===== config.mk =====
export PLATFORM = sky130hd
export DESIGN_NAME = router_pkt_sink
export DESIGN_NICKNAME = d
export VERILOG_FILES = /design/src/rtl/router_pkg.sv /design/src/rtl/router_parity_acc.sv /design/src/rtl/router_pkt_sink.sv
export SDC_FILE = /design/constraint.sdc
export NUM_CORES = 1
export LEC_CHECK = 0
export CAP_MARGIN = 20
export CORE_ASPECT_RATIO = 0.8
export CORE_MARGIN = 2
export CORE_UTILIZATION = 56
export CTS_BUF_LIST = sky130_fd_sc_hd__clkbuf_4 sky130_fd_sc_hd__clkbuf_8 sky130_fd_sc_hd__clkbuf_16
export DETAILED_ROUTE_END_ITERATION = 16
export GPL_TIMING_DRIVEN = 0
export PLACE_DENSITY_LB_ADDON = 0.12
export SYNTH_ARGS = -nofsm -noshare
export SYNTH_HDL_FRONTEND = slang
export SYNTH_SLANG_ARGS = --single-unit

===== constraint.sdc =====
create_clock -name clock -period 8.3 [get_ports clock]
set_input_delay 2.49 -clock clock [delete_from_list [all_inputs] [get_ports clock]]
set_output_delay 2.49 -clock clock [all_outputs]
set_load 0.1 [all_outputs]

===== src/rtl/router_pkg.sv =====
// Shared types and header-field helpers for the router port-side logic.
package router_pkg;

    localparam int unsigned HDR_ADDR_W = 2;
    localparam int unsigned HDR_W_MAX  = 32;

    typedef enum logic [1:0] {
        IDLE  = 2'd0,
        DELAY = 2'd1,
        READ  = 2'd2
    } state_t;

    // Header layout is {len, addr}; callers zero-extend the byte to HDR_W_MAX.
    function automatic logic [HDR_W_MAX-1:0] hdr_len_f(input logic [HDR_W_MAX-1:0] hdr);
        return hdr >> HDR_ADDR_W;
    endfunction

    function automatic logic [HDR_ADDR_W-1:0] hdr_addr_f(input logic [HDR_W_MAX-1:0] hdr);
        return hdr[HDR_ADDR_W-1:0];
    endfunction

endpackage


===== src/rtl/router_parity_acc.sv =====
// Byte-wide XOR accumulator: load seeds, acc folds in, match_c compares against data.
module router_parity_acc #(
    parameter int unsigned DATA_W = 8
) (
    input  logic              clock,
    input  logic              reset,
    input  logic              load,
    input  logic              acc,
    input  logic [DATA_W-1:0] data,
    output logic              match_c
);

    logic [DATA_W-1:0] value;

    always_ff @(posedge clock) begin
        if (reset) begin
            value <= '0;
        end else if (load) begin
            value <= data;
        end else if (acc) begin
            value <= value ^ data;
        end
    end

    assign match_c = (value == data);

endmodule


===== src/rtl/router_pkt_sink.sv =====
// Drains one packet at a time from a router output port and reports length/address/errors.
// Optional PKT_SINK_STATS_EN adds err_count and byte_count statistics ports.
module router_pkt_sink
    import router_pkg::*;
#(
    parameter int unsigned DATA_W    = 8,
    parameter int unsigned PORT_ID   = 0,
    parameter int unsigned START_DLY = 2,
    parameter int unsigned STALL_MAX = 32
) (
    input  logic              clock,
    input  logic              reset,
    input  logic              enable,
    input  logic              vld_out,
    input  logic [DATA_W-1:0] data_out,
    output logic              read_enb,
    output logic              pkt_done,
    output logic [DATA_W-3:0] pkt_len,
    output logic [1:0]        pkt_addr,
    output logic              parity_err,
    output logic              addr_err,
    output logic              trunc_err,
    output logic [15:0]       pkt_count,
    output logic              active
`ifdef PKT_SINK_STATS_EN
    ,
    output logic [15:0]       err_count,
    output logic [31:0]       byte_count
`endif
);

    localparam int unsigned LEN_W   = DATA_W - HDR_ADDR_W;
    localparam int unsigned CNT_W   = LEN_W + 1;
    localparam int unsigned DLY_W   = (START_DLY > 1) ? $clog2(START_DLY) : 1;
    localparam int unsigned STALL_W = $clog2(STALL_MAX + 1);

    state_t             state;
    logic [CNT_W-1:0]   issued;
    logic [CNT_W-1:0]   cap_cnt;
    logic               hdr_seen;
    logic               rd_q;
    logic [DLY_W-1:0]   dly_cnt;
    logic [STALL_W-1:0] stall_cnt;

    logic [CNT_W-1:0]   total_c;
    logic               stalling_c;
    logic               abort_c;
    logic               capture_c;
    logic               last_c;
    logic               addr_mis_c;
    logic               par_ok_c;

    // Until the header lands only header+parity are known to exist.
    assign total_c    = hdr_seen ? CNT_W'(pkt_len) + CNT_W'(2) : CNT_W'(2);
    assign read_enb   = (state == READ) && vld_out && (issued < total_c);
    assign stalling_c = (state == READ) && !vld_out && (issued < total_c);
    assign abort_c    = stalling_c && (stall_cnt == STALL_W'(STALL_MAX - 1));
    assign capture_c  = (state == READ) && rd_q && !abort_c;
    assign last_c     = hdr_seen && (cap_cnt == CNT_W'(pkt_len) + CNT_W'(1));
    assign addr_mis_c = hdr_seen && (pkt_addr != HDR_ADDR_W'(PORT_ID));

    router_parity_acc #(
        .DATA_W (DATA_W)
    ) u_parity_acc (
        .clock   (clock),
        .reset   (reset),
        .load    (capture_c && !hdr_seen),
        .acc     (capture_c && hdr_seen && !last_c),
        .data    (data_out),
        .match_c (par_ok_c)
    );

    always_ff @(posedge clock) begin
        if (reset) begin
            state      <= IDLE;
            issued     <= '0;
            cap_cnt    <= '0;
            hdr_seen   <= 1'b0;
            rd_q       <= 1'b0;
            dly_cnt    <= '0;
            stall_cnt  <= '0;
            pkt_done   <= 1'b0;
            pkt_len    <= '0;
            pkt_addr   <= '0;
            parity_err <= 1'b0;
            addr_err   <= 1'b0;
            trunc_err  <= 1'b0;
            pkt_count  <= '0;
            active     <= 1'b0;
        end else begin
            rd_q       <= read_enb;
            pkt_done   <= 1'b0;
            parity_err <= 1'b0;
            addr_err   <= 1'b0;
            trunc_err  <= 1'b0;
            case (state)
                IDLE: begin
                    issued    <= '0;
                    cap_cnt   <= '0;
                    hdr_seen  <= 1'b0;
                    dly_cnt   <= '0;
                    stall_cnt <= '0;
                    if (enable && vld_out) begin
                        state  <= (START_DLY == 0) ? READ : DELAY;
                        active <= 1'b1;
                    end
                end
                DELAY: begin
                    if (!vld_out) begin
                        state  <= IDLE;
                        active <= 1'b0;
                    end else if (dly_cnt == DLY_W'(START_DLY - 1)) begin
                        state <= READ;
                    end else begin
                        dly_cnt <= dly_cnt + DLY_W'(1);
                    end
                end
                READ: begin
                    if (read_enb) begin
                        issued <= issued + CNT_W'(1);
                    end
                    if (vld_out) begin
                        stall_cnt <= '0;
                    end else if (stalling_c) begin
                        stall_cnt <= stall_cnt + STALL_W'(1);
                    end
                    if (abort_c) begin
                        pkt_done  <= 1'b1;
                        trunc_err <= 1'b1;
                        addr_err  <= addr_mis_c;
                        pkt_count <= pkt_count + 16'd1;
                        state     <= IDLE;
                        active    <= 1'b0;
                    end else if (capture_c) begin
                        cap_cnt <= cap_cnt + CNT_W'(1);
                        if (!hdr_seen) begin
                            hdr_seen <= 1'b1;
                            pkt_len  <= LEN_W'(hdr_len_f(HDR_W_MAX'(data_out)));
                            pkt_addr <= hdr_addr_f(HDR_W_MAX'(data_out));
                        end else if (last_c) begin
                            pkt_done   <= 1'b1;
                            parity_err <= !par_ok_c;
                            addr_err   <= addr_mis_c;
                            pkt_count  <= pkt_count + 16'd1;
                            state      <= IDLE;
                            active     <= 1'b0;
                        end
                    end
                end
                default: begin
                    state  <= IDLE;
                    active <= 1'b0;
                end
            endcase
        end
    end

`ifdef PKT_SINK_STATS_EN
    // Statistics only observe the packet flow; they never feed back into it.
    always_ff @(posedge clock) begin
        if (reset) begin
            err_count  <= '0;
            byte_count <= '0;
        end else begin
            if (capture_c) begin
                byte_count <= byte_count + 32'd1;
            end
            if ((abort_c || (capture_c && last_c && (!par_ok_c || addr_mis_c)))
                && (err_count != 16'hFFFF)) begin
                err_count <= err_count + 16'd1;
            end
        end
    end
`endif

endmodule


After elaboration in Yosys (flattened, before gate mapping) --
Cells that the tools add are included. W data, S select, Z words.
Storage, ports and cells: output and inout bits 30, input port bits 12, register bits 62, word-level logic and storage cells 127
Operators by class: equality and inequality tests 16, muxes and demuxes 45, reduce and logical (&&, ||, !) cells 36, $add $sub $neg 7, magnitude comparators 1, bitwise gates (word level) 6
Operators with widths (number):
- $mux W16 | 4
- $mux W7 | 4
- $pmux W7 S2 | 2
- $mux W1 | 19
- $add A16 B1 Y16 const B | 1
- $mux W8 | 2
- $ne A3 B3 Y1 const B | 5
- $add A7 B1 Y7 const B | 2
- $mux W2 | 7
- $reduce_bool A2 Y1 | 7
- $logic_and A1 B1 Y1 | 13
- $mux W6 | 2
- $ne A2 B2 Y1 const B | 6
- $pmux W6 S2 | 1
- $reduce_and A5 Y1 | 2
- $eq A8 B8 Y1 | 1
- $reduce_and A4 Y1 | 2
- $xor A8 B8 Y8 | 1
- $add A6 B1 Y7 const B | 1
- $add A6 B2 Y7 const B | 1
- $eq A7 B7 Y1 | 1
- $lt A7 B7 Y1 | 1
- $add A6 B1 Y6 const B | 1
- $eq A6 B5 Y1 const B | 1
- other kinds (13) | 24

Depth between registers and ports, before layout --
Gate-level depths: netlist (run 1).
word-level depth 11, depth in mapped cells 12, gate-level depth less buffers 11

Cells and area by module --
Synthesis (run 1) repeated with hierarchy kept, for this count alone.
Second synthesis, totals: cell total of the unflattened synthesis 416, area total of the unflattened synthesis 3452.1 um^2
Modules (own cells, without submodules):
- router_pkt_sink | area an instance 2964.1 um^2, seq. area each 1081.0 um^2, cells an instance 354, times used 1
- router_parity_acc | area an instance 488.0 um^2, seq. area each 160.2 um^2, cells an instance 62, times used 1

Worst setup path before layout (run 1) --
OpenSTA, ideal clock, no wires.
kind input to output, start point in vld_out, end point out read_enb, path buffers 0, arrival 4233 ps, required time 5810 ps, stages on the path 3, setup slack 1577 ps, cells stage by stage inv_1 > a211o_1 > nor2_1
On the way: word-level cells in the longest chain between the ends 2
Ends and longest elaborated chain:
- start, declared | RTL line router_pkt_sink.sv:14 | input logic vld_out,
- $logic_and A1 B1 Y1 (2 in series) | RTL line router_pkt_sink.sv:55 | assign read_enb = (state == READ) && vld_out && (issued < total_c);
- end, declared | RTL line router_pkt_sink.sv:16 | output logic read_enb,
No other way between the ends.

Final worst setup path (run 1) --
Same ends and word-level chain as after synthesis.

==> flow_summary.json, run 1 <==
{
  "drive_gt1_share_pct": 7.55,
  "insertion_delay_ps": 350,
  "max_cap_violations": 0,
  "start_util_pct": 58.0,
  "htreeDepth": 3,
  "post-place-cells": 572,
  "slew_violations": 0,
  "clkTransAtPathRegs_ps": 70,
  "drcViolationCount": 0,
  "hpwlAfterDp_um": 7030,
  "yosys_warnings": 0,
  "cp_data_arrival_time_ps": 4910,
  "portBuffers": 40,
  "ys_seq_area_share_pct": 33.5,
  "grt_max_degree": 11,
  "async_reset_ff_share_pct": 0,
  "holdBufCountCts": 0,
  "cts_num_sinks": 62,
  "first_pass_iters": 5,
  "fin_crit_sh_pct": 89.1,
  "status": "finished clean",
  "numCtsBuffers": 9,
  "fp.dieArea_um2": 7280,
  "rows": 26,
  "syn_avg_cell_area_um2": 8.26,
  "post-route-min-period_ps": 7400,
  "synth_edf_count": 0,
  "grt_pass1_vias": 3247,
  "synth_top_area_share_pct": 33.5,
  "postRouteAntennaNets": 0,
  "endpoint_kind": "output port",
  "coreArea_um2": 6380,
  "cp-start-kind": "primary input",
  "crit_family": "buffers and inverters",
  "tns_ps": 0,
  "synthCells": 448,
  "floorplan.die.height_um": 76.7,
  "skew_ps": 8.04,
  "worst_pin_slew_ps": 978,
  "postCtsSetupRepairBufs": 0,
  "routabilityCongestion": 0.882,
  "cp_slowest_cell": "clkdlybuf4s50_1",
  "grt_pass1_wl_um": 15900,
  "num_io_pins": 42,
  "crit_chain": "clkdlybuf4s50_1 -> inv_1 -> a211o_1 -> nor2_1 -> clkdlybuf4s50_1",
  "synth_cell_types": 58,
  "rsz0062_at_grt": "no",
  "drt_iter0_markers": 279,
  "ir_worst_vdd_mv": 0.101,
  "vias": 3613,
  "p_per_area_nw_per_um2": 133,
  "synth_nets": 472,
  "max_freq_mhz": 135,
  "clk_path_buf_depth": 2,
  "n_antenna_cell": 0,
  "syn2layout_area_growth_pct": 18.4,
  "crit_top_cell": "clkdlybuf4s50_1",
  "wl_per_cell_um": 16.8,
  "crit_buf_inv": 3,
  "crit_type": "primary input to output port",
  "nets": 523,
  "required_ps": 5810,
  "min_path_type": "flip-flop to flip-flop",
  "ys_ff_latch": 62,
  "synth_area_leaders": "dfxtp_1 (34%), nand3_1 (4.9%), xor2_1 (4.3%)",
  "grt_use_total_pct": 27.8,
  "die_x_um": 94.9,
  "cts-resized-gates": 0,
  "cp_slowest_stage_delay_ps": 1190,
  "setup_viol": 0,
  "leakagePower_nw": 1.48,
  "syn_area_um2": 3700,
  "finalNonFillerCells": 587,
  "via_per_inst": 6.16,
  "finalHoldViolations": 0,
  "overflow": 0,
  "root_buffer": "clkbuf_8",
  "post-synth-top-area-cell": "dfxtp_1",
  "synth_commonest_cells": "dfxtp_1 (62), nor2_1 (41), nand3_1 (36)",
  "antenna_found_initial": 0,
  "slew-limit-headroom_pct": 34.6,
  "yosysMostFrequentCell": "dfxtp_1",
  "cts_tree": "yes",
  "synth_flop_cell": "dfxtp_1",
  "finalWirelength_um": 9840,
  "path_max_fanout": 8
}
==> registers in the layout, indices dropped and copies added, names as in the netlist <==
name / count
parity_err: 1
pkt_len: 6
stall_cnt: 6
pkt_done: 1
cap_cnt: 7
addr_err: 1
dly_cnt: 1
u_parity_acc.value: 8
active: 1
pkt_count: 16
hdr_seen: 1
rd_q: 1
pkt_addr: 2
issued: 7
trunc_err: 1
state: 2
==> placed cells by master, fill, tap and decap left out, drive strengths merged, types with 5 or more instances in the layout <==
master,instances
a211oi,6
a21oi,26
a41oi,8
and2,7
and3,5
buf,10
clkbuf,25
clkdlybuf4s50,40
dfxtp,62
ha,12
inv,6
mux2,10
nand2,36
nand3,37
nand3b,8
nand4b,9
nor2,42
nor2b,24
nor3,11
o21ai,27
o22ai,5
or3,6
xnor2,12
xor2,18
==> power by group <==
part           switching [W]  internal (W)  leakage (nW)   total, W
combinational      0.0000263     0.0000117         0.891  0.0000380
clock               0.000122      0.000121        0.0910   0.000244
sequential        0.00000211      0.000299         0.500   0.000301
==> final timing paths <==
check | start | to | slack, ps | cells past startpoint
setup / recovery | vld_out | read_enb | 900 | 5
hold / removal | pkt_addr[0]$_SDFFE_PP0P_ | pkt_addr[0]$_SDFFE_PP0P_ | 510 | 2
setup reg to reg | hdr_seen$_SDFFE_PP0P_ | u_parity_acc.value[7]$_SDFFE_PP0P_ | 4350 | 12
hold reg to reg | pkt_addr[0]$_SDFFE_PP0P_ | pkt_addr[0]$_SDFFE_PP0P_ | 510 | 2
==> cell type report <==
type / count / area, µm²
plain buffers: 24 / 106
clock buffers: 11 / 151
clock inverters: 4 / 22.5
fillers: 536 / 2000
inverters: 6 / 22.5
multi-input cells: 356 / 2330
flip-flops and latches: 62 / 1240
well taps: 84 / 105
repair buffers: 40 / 400
==> through the flow <==
step | utilization (%) | cell area [µm²] | total power, W | setup slack [ps] | hold WS, ps
after CTS | 68.7 | 4380 | 0.000583 | 925 | 502
after floorplan | - | 3700 | 0.000331 | 1580 | 463
after global routing | 68.7 | 4380 | 0.000600 | 858 | 523
after global placement | 66.0 | 4210 | 0.000345 | 946 | 487
final | 68.7 | 4380 | 0.000583 | 902 | 510
after detailed placement | 66.0 | 4210 | 0.000346 | 942 | 486
==> logic make-up after synthesis <==
kind of cell / after synthesis / synth area share, %
buffers and inverters: 30 / 3.48
flip-flops: 62 / 33.5
XOR/XNOR: 30 / 7.10
AO/OA/AOI/OAI: 99 / 18.6
AND/OR/NAND/NOR: 203 / 29.7
multiplexers: 12 / 3.58
adder cells (fa/ha/maj): 12 / 4.06
==> routing by layer <==
layer	global-route usage [%]	routed length, µm	share of wire (%)
met5	0	0	0
met4	6.09	78	0.79
met3	6.97	757	7.7
met2	41.3	4430	45
met1	40.6	4570	46
==> tightest hold or removal path, delay by kind of cell (launching register included) <==
| family | cells | cell delay [ps] |
|---|---|---|
| DFF | 1 | 330 |
| AOI/OAI and AO/OA | 2 | 140 |
Power figures use the tool's default switching activity.
==> run 2, diff against run 1 <==
CORE_ASPECT_RATIO = unset   (was 0.8)
==> flow_summary.json, run 2 (same netlist as run 1, synthesis figures left out) <==
{
  "status": "finished clean",
  "floorplan.die.height_um": 85.3,
  "tns_ps": 0,
  "insertion_delay_ps": 350,
  "p_per_area_nw_per_um2": 141,
  "cts_num_sinks": 62,
  "setup_viol": 0,
  "grt_pass1_wl_um": 16100,
  "top_regs": "pkt_count (16), u_parity_acc.value (8)",
  "skew_ps": 10.4,
  "ir_worst_vdd_mv": 0.0970,
  "fill_cells": 537,
  "overflow": 0,
  "post-place-cells": 565,
  "cp_data_arrival_time_ps": 4850,
  "die_x_um": 85.3,
  "rows": 29,
  "post-route-min-period_ps": 7340,
  "clk_path_buf_depth": 2,
  "coreArea_um2": 6390,
  "grt_max_degree": 11,
  "reg2regPathDepth": 12,
  "root_buffer": "clkbuf_8",
  "max_cap_violations": 0,
  "finalWirelength_um": 9780,
  "swShare_pct": 24.1,
  "cts_tree": "yes",
  "wl_per_cell_um": 16.8,
  "largest_reg_flops": 16,
  "worst_pin_slew_ps": 980,
  "start_util_pct": 58.0,
  "worstHoldEndpoint": "pkt_addr[0]$_SDFFE_PP0P_",
  "final_cell_mix": "dfxtp_1 (62), nor2_1 (41), clkdlybuf4s50_1 (40), nand3_1 (36), nand2_1 (34)",
  "dp_slack_ps": 977,
  "syn2layout_area_growth_pct": 19.1,
  "num_io_pins": 42,
  "rsz0062_at_grt": "no",
  "worst_slack_ps": 964,
  "path_max_fanout": 8,
  "postCtsSetupRepairBufs": 0,
  "r2r-start": "hdr_seen$_SDFFE_PP0P_",
  "drcViolationCount": 0,
  "fin_crit_sh_pct": 88.4,
  "max_freq_mhz": 136,
  "clockPowerShare_pct": 45.4,
  "vias": 3622,
  "power_w": 0.000622,
  "slew-limit-headroom_pct": 34.4,
  "holdBufCountCts": 0,
  "p_int_w": 0.000472,
  "finalHoldViolations": 0,
  "netSwitchingPower_w": 0.000150,
  "final_common_cell": "dfxtp_1",
  "r2r-end": "u_parity_acc.value[7]$_SDFFE_PP0P_",
  "worstHoldStart": "pkt_addr[0]$_SDFFE_PP0P_",
  "drive_gt1_share_pct": 7.74,
  "finalInstanceArea_um2": 4410,
  "comb_power_share_pct": 6.2,
  "r2r_slack_ps": 4400,
  "min_path_type": "flip-flop to flip-flop",
  "cp-start-kind": "primary input",
  "numCtsBuffers": 9,
  "crit_type": "primary input to output port",
  "cts-resized-gates": 0,
  "routabilityCongestion": 0.835,
  "portBuffers": 40,
  "clkTransAtPathRegs_ps": 70,
  "first_pass_iters": 5,
  "postRouteAntennaNets": 0,
  "regMostFlops": "pkt_count",
  "seq_power_share_pct": 48.4,
  "hpwlAfterDp_um": 6900,
  "slew_violations": 0,
  "drt_iter0_markers": 313,
  "grt_pass1_vias": 3308,
  "place_area_um2": 4200,
  "required_ps": 5810,
  "fp.dieArea_um2": 7280,
  "via_per_inst": 6.23,
  "nets": 523,
  "endpoint_kind": "output port",
  "leakagePower_nw": 1.50,
  "grt_use_total_pct": 27.6,
  "holdPathStages": 2,
  "antenna_found_initial": 0,
  "n_antenna_cell": 0,
  "finalNonFillerCells": 581,
  "htreeDepth": 3
}
run 2: layer usage:
metal	up-vias	routed length (µm)	share of wire, %	track usage [%]
li1	1734	-	-	-
met1	1738	4440	45	37.7
met2	137	4590	47	43.6
met3	13	589	6.0	4.18
met4	0	157	1.6	11.3
met5	-	0	0	0
run 2: how the worst max path moves through the flow:
| stage | slack, ps | from | end | depth (start not counted) |
|---|---|---|---|---|
| after CTS | 980 | vld_out | read_enb | 5 |
| after global placement | 970 | vld_out | read_enb | 5 |
| after floorplan | 1580 | vld_out | read_enb | 3 |
| after global routing | 900 | vld_out | read_enb | 5 |
| final | 960 | vld_out | read_enb | 5 |
| after detailed placement | 980 | vld_out | read_enb | 5 |
run 2: layout make-up:
| class | count | area [µm²] | area share, % |
|---|---|---|---|
| Buffer | 24 | 106 | 2.41 |
| Clock inverter | 3 | 42.5 | 0.965 |
| Sequential cell | 62 | 1240 | 28.2 |
| Clock buffer | 13 | 166 | 3.78 |
| Multi-Input combinational cell | 356 | 2330 | 52.9 |
| Tap cell | 77 | 96.3 | 2.19 |
| Timing Repair Buffer | 40 | 400 | 9.09 |
| Inverter | 6 | 22.5 | 0.511 |
run 2: power groups by stage:
stage | Sequential (W) | Combinational (W) | Clock, W
final | 0.000301 | 0.0000384 | 0.000282
after global routing | 0.000301 | 0.0000409 | 0.000297
after CTS | 0.000301 | 0.0000381 | 0.000282
after detailed placement | 0.000308 | 0.0000377 | 0
after global placement | 0.000308 | 0.0000372 | 0
after floorplan | 0.000317 | 0.0000144 | 0
run 2: worst max-delay path, stage by stage:
cell             delay [ps]
clkdlybuf4s50_1         490
inv_1                    80
a211o_1                 360
nor2_1                  250
clkdlybuf4s50_1        1180
run 2: stage by stage:
step | hold slack (ps) | utilization, %
global route | 534 | 69.0
floorplan | 463 | -
global placement | 493 | 65.7
CTS | 511 | 69.0
finish | 511 | 69.0
detailed placement | 495 | 65.7
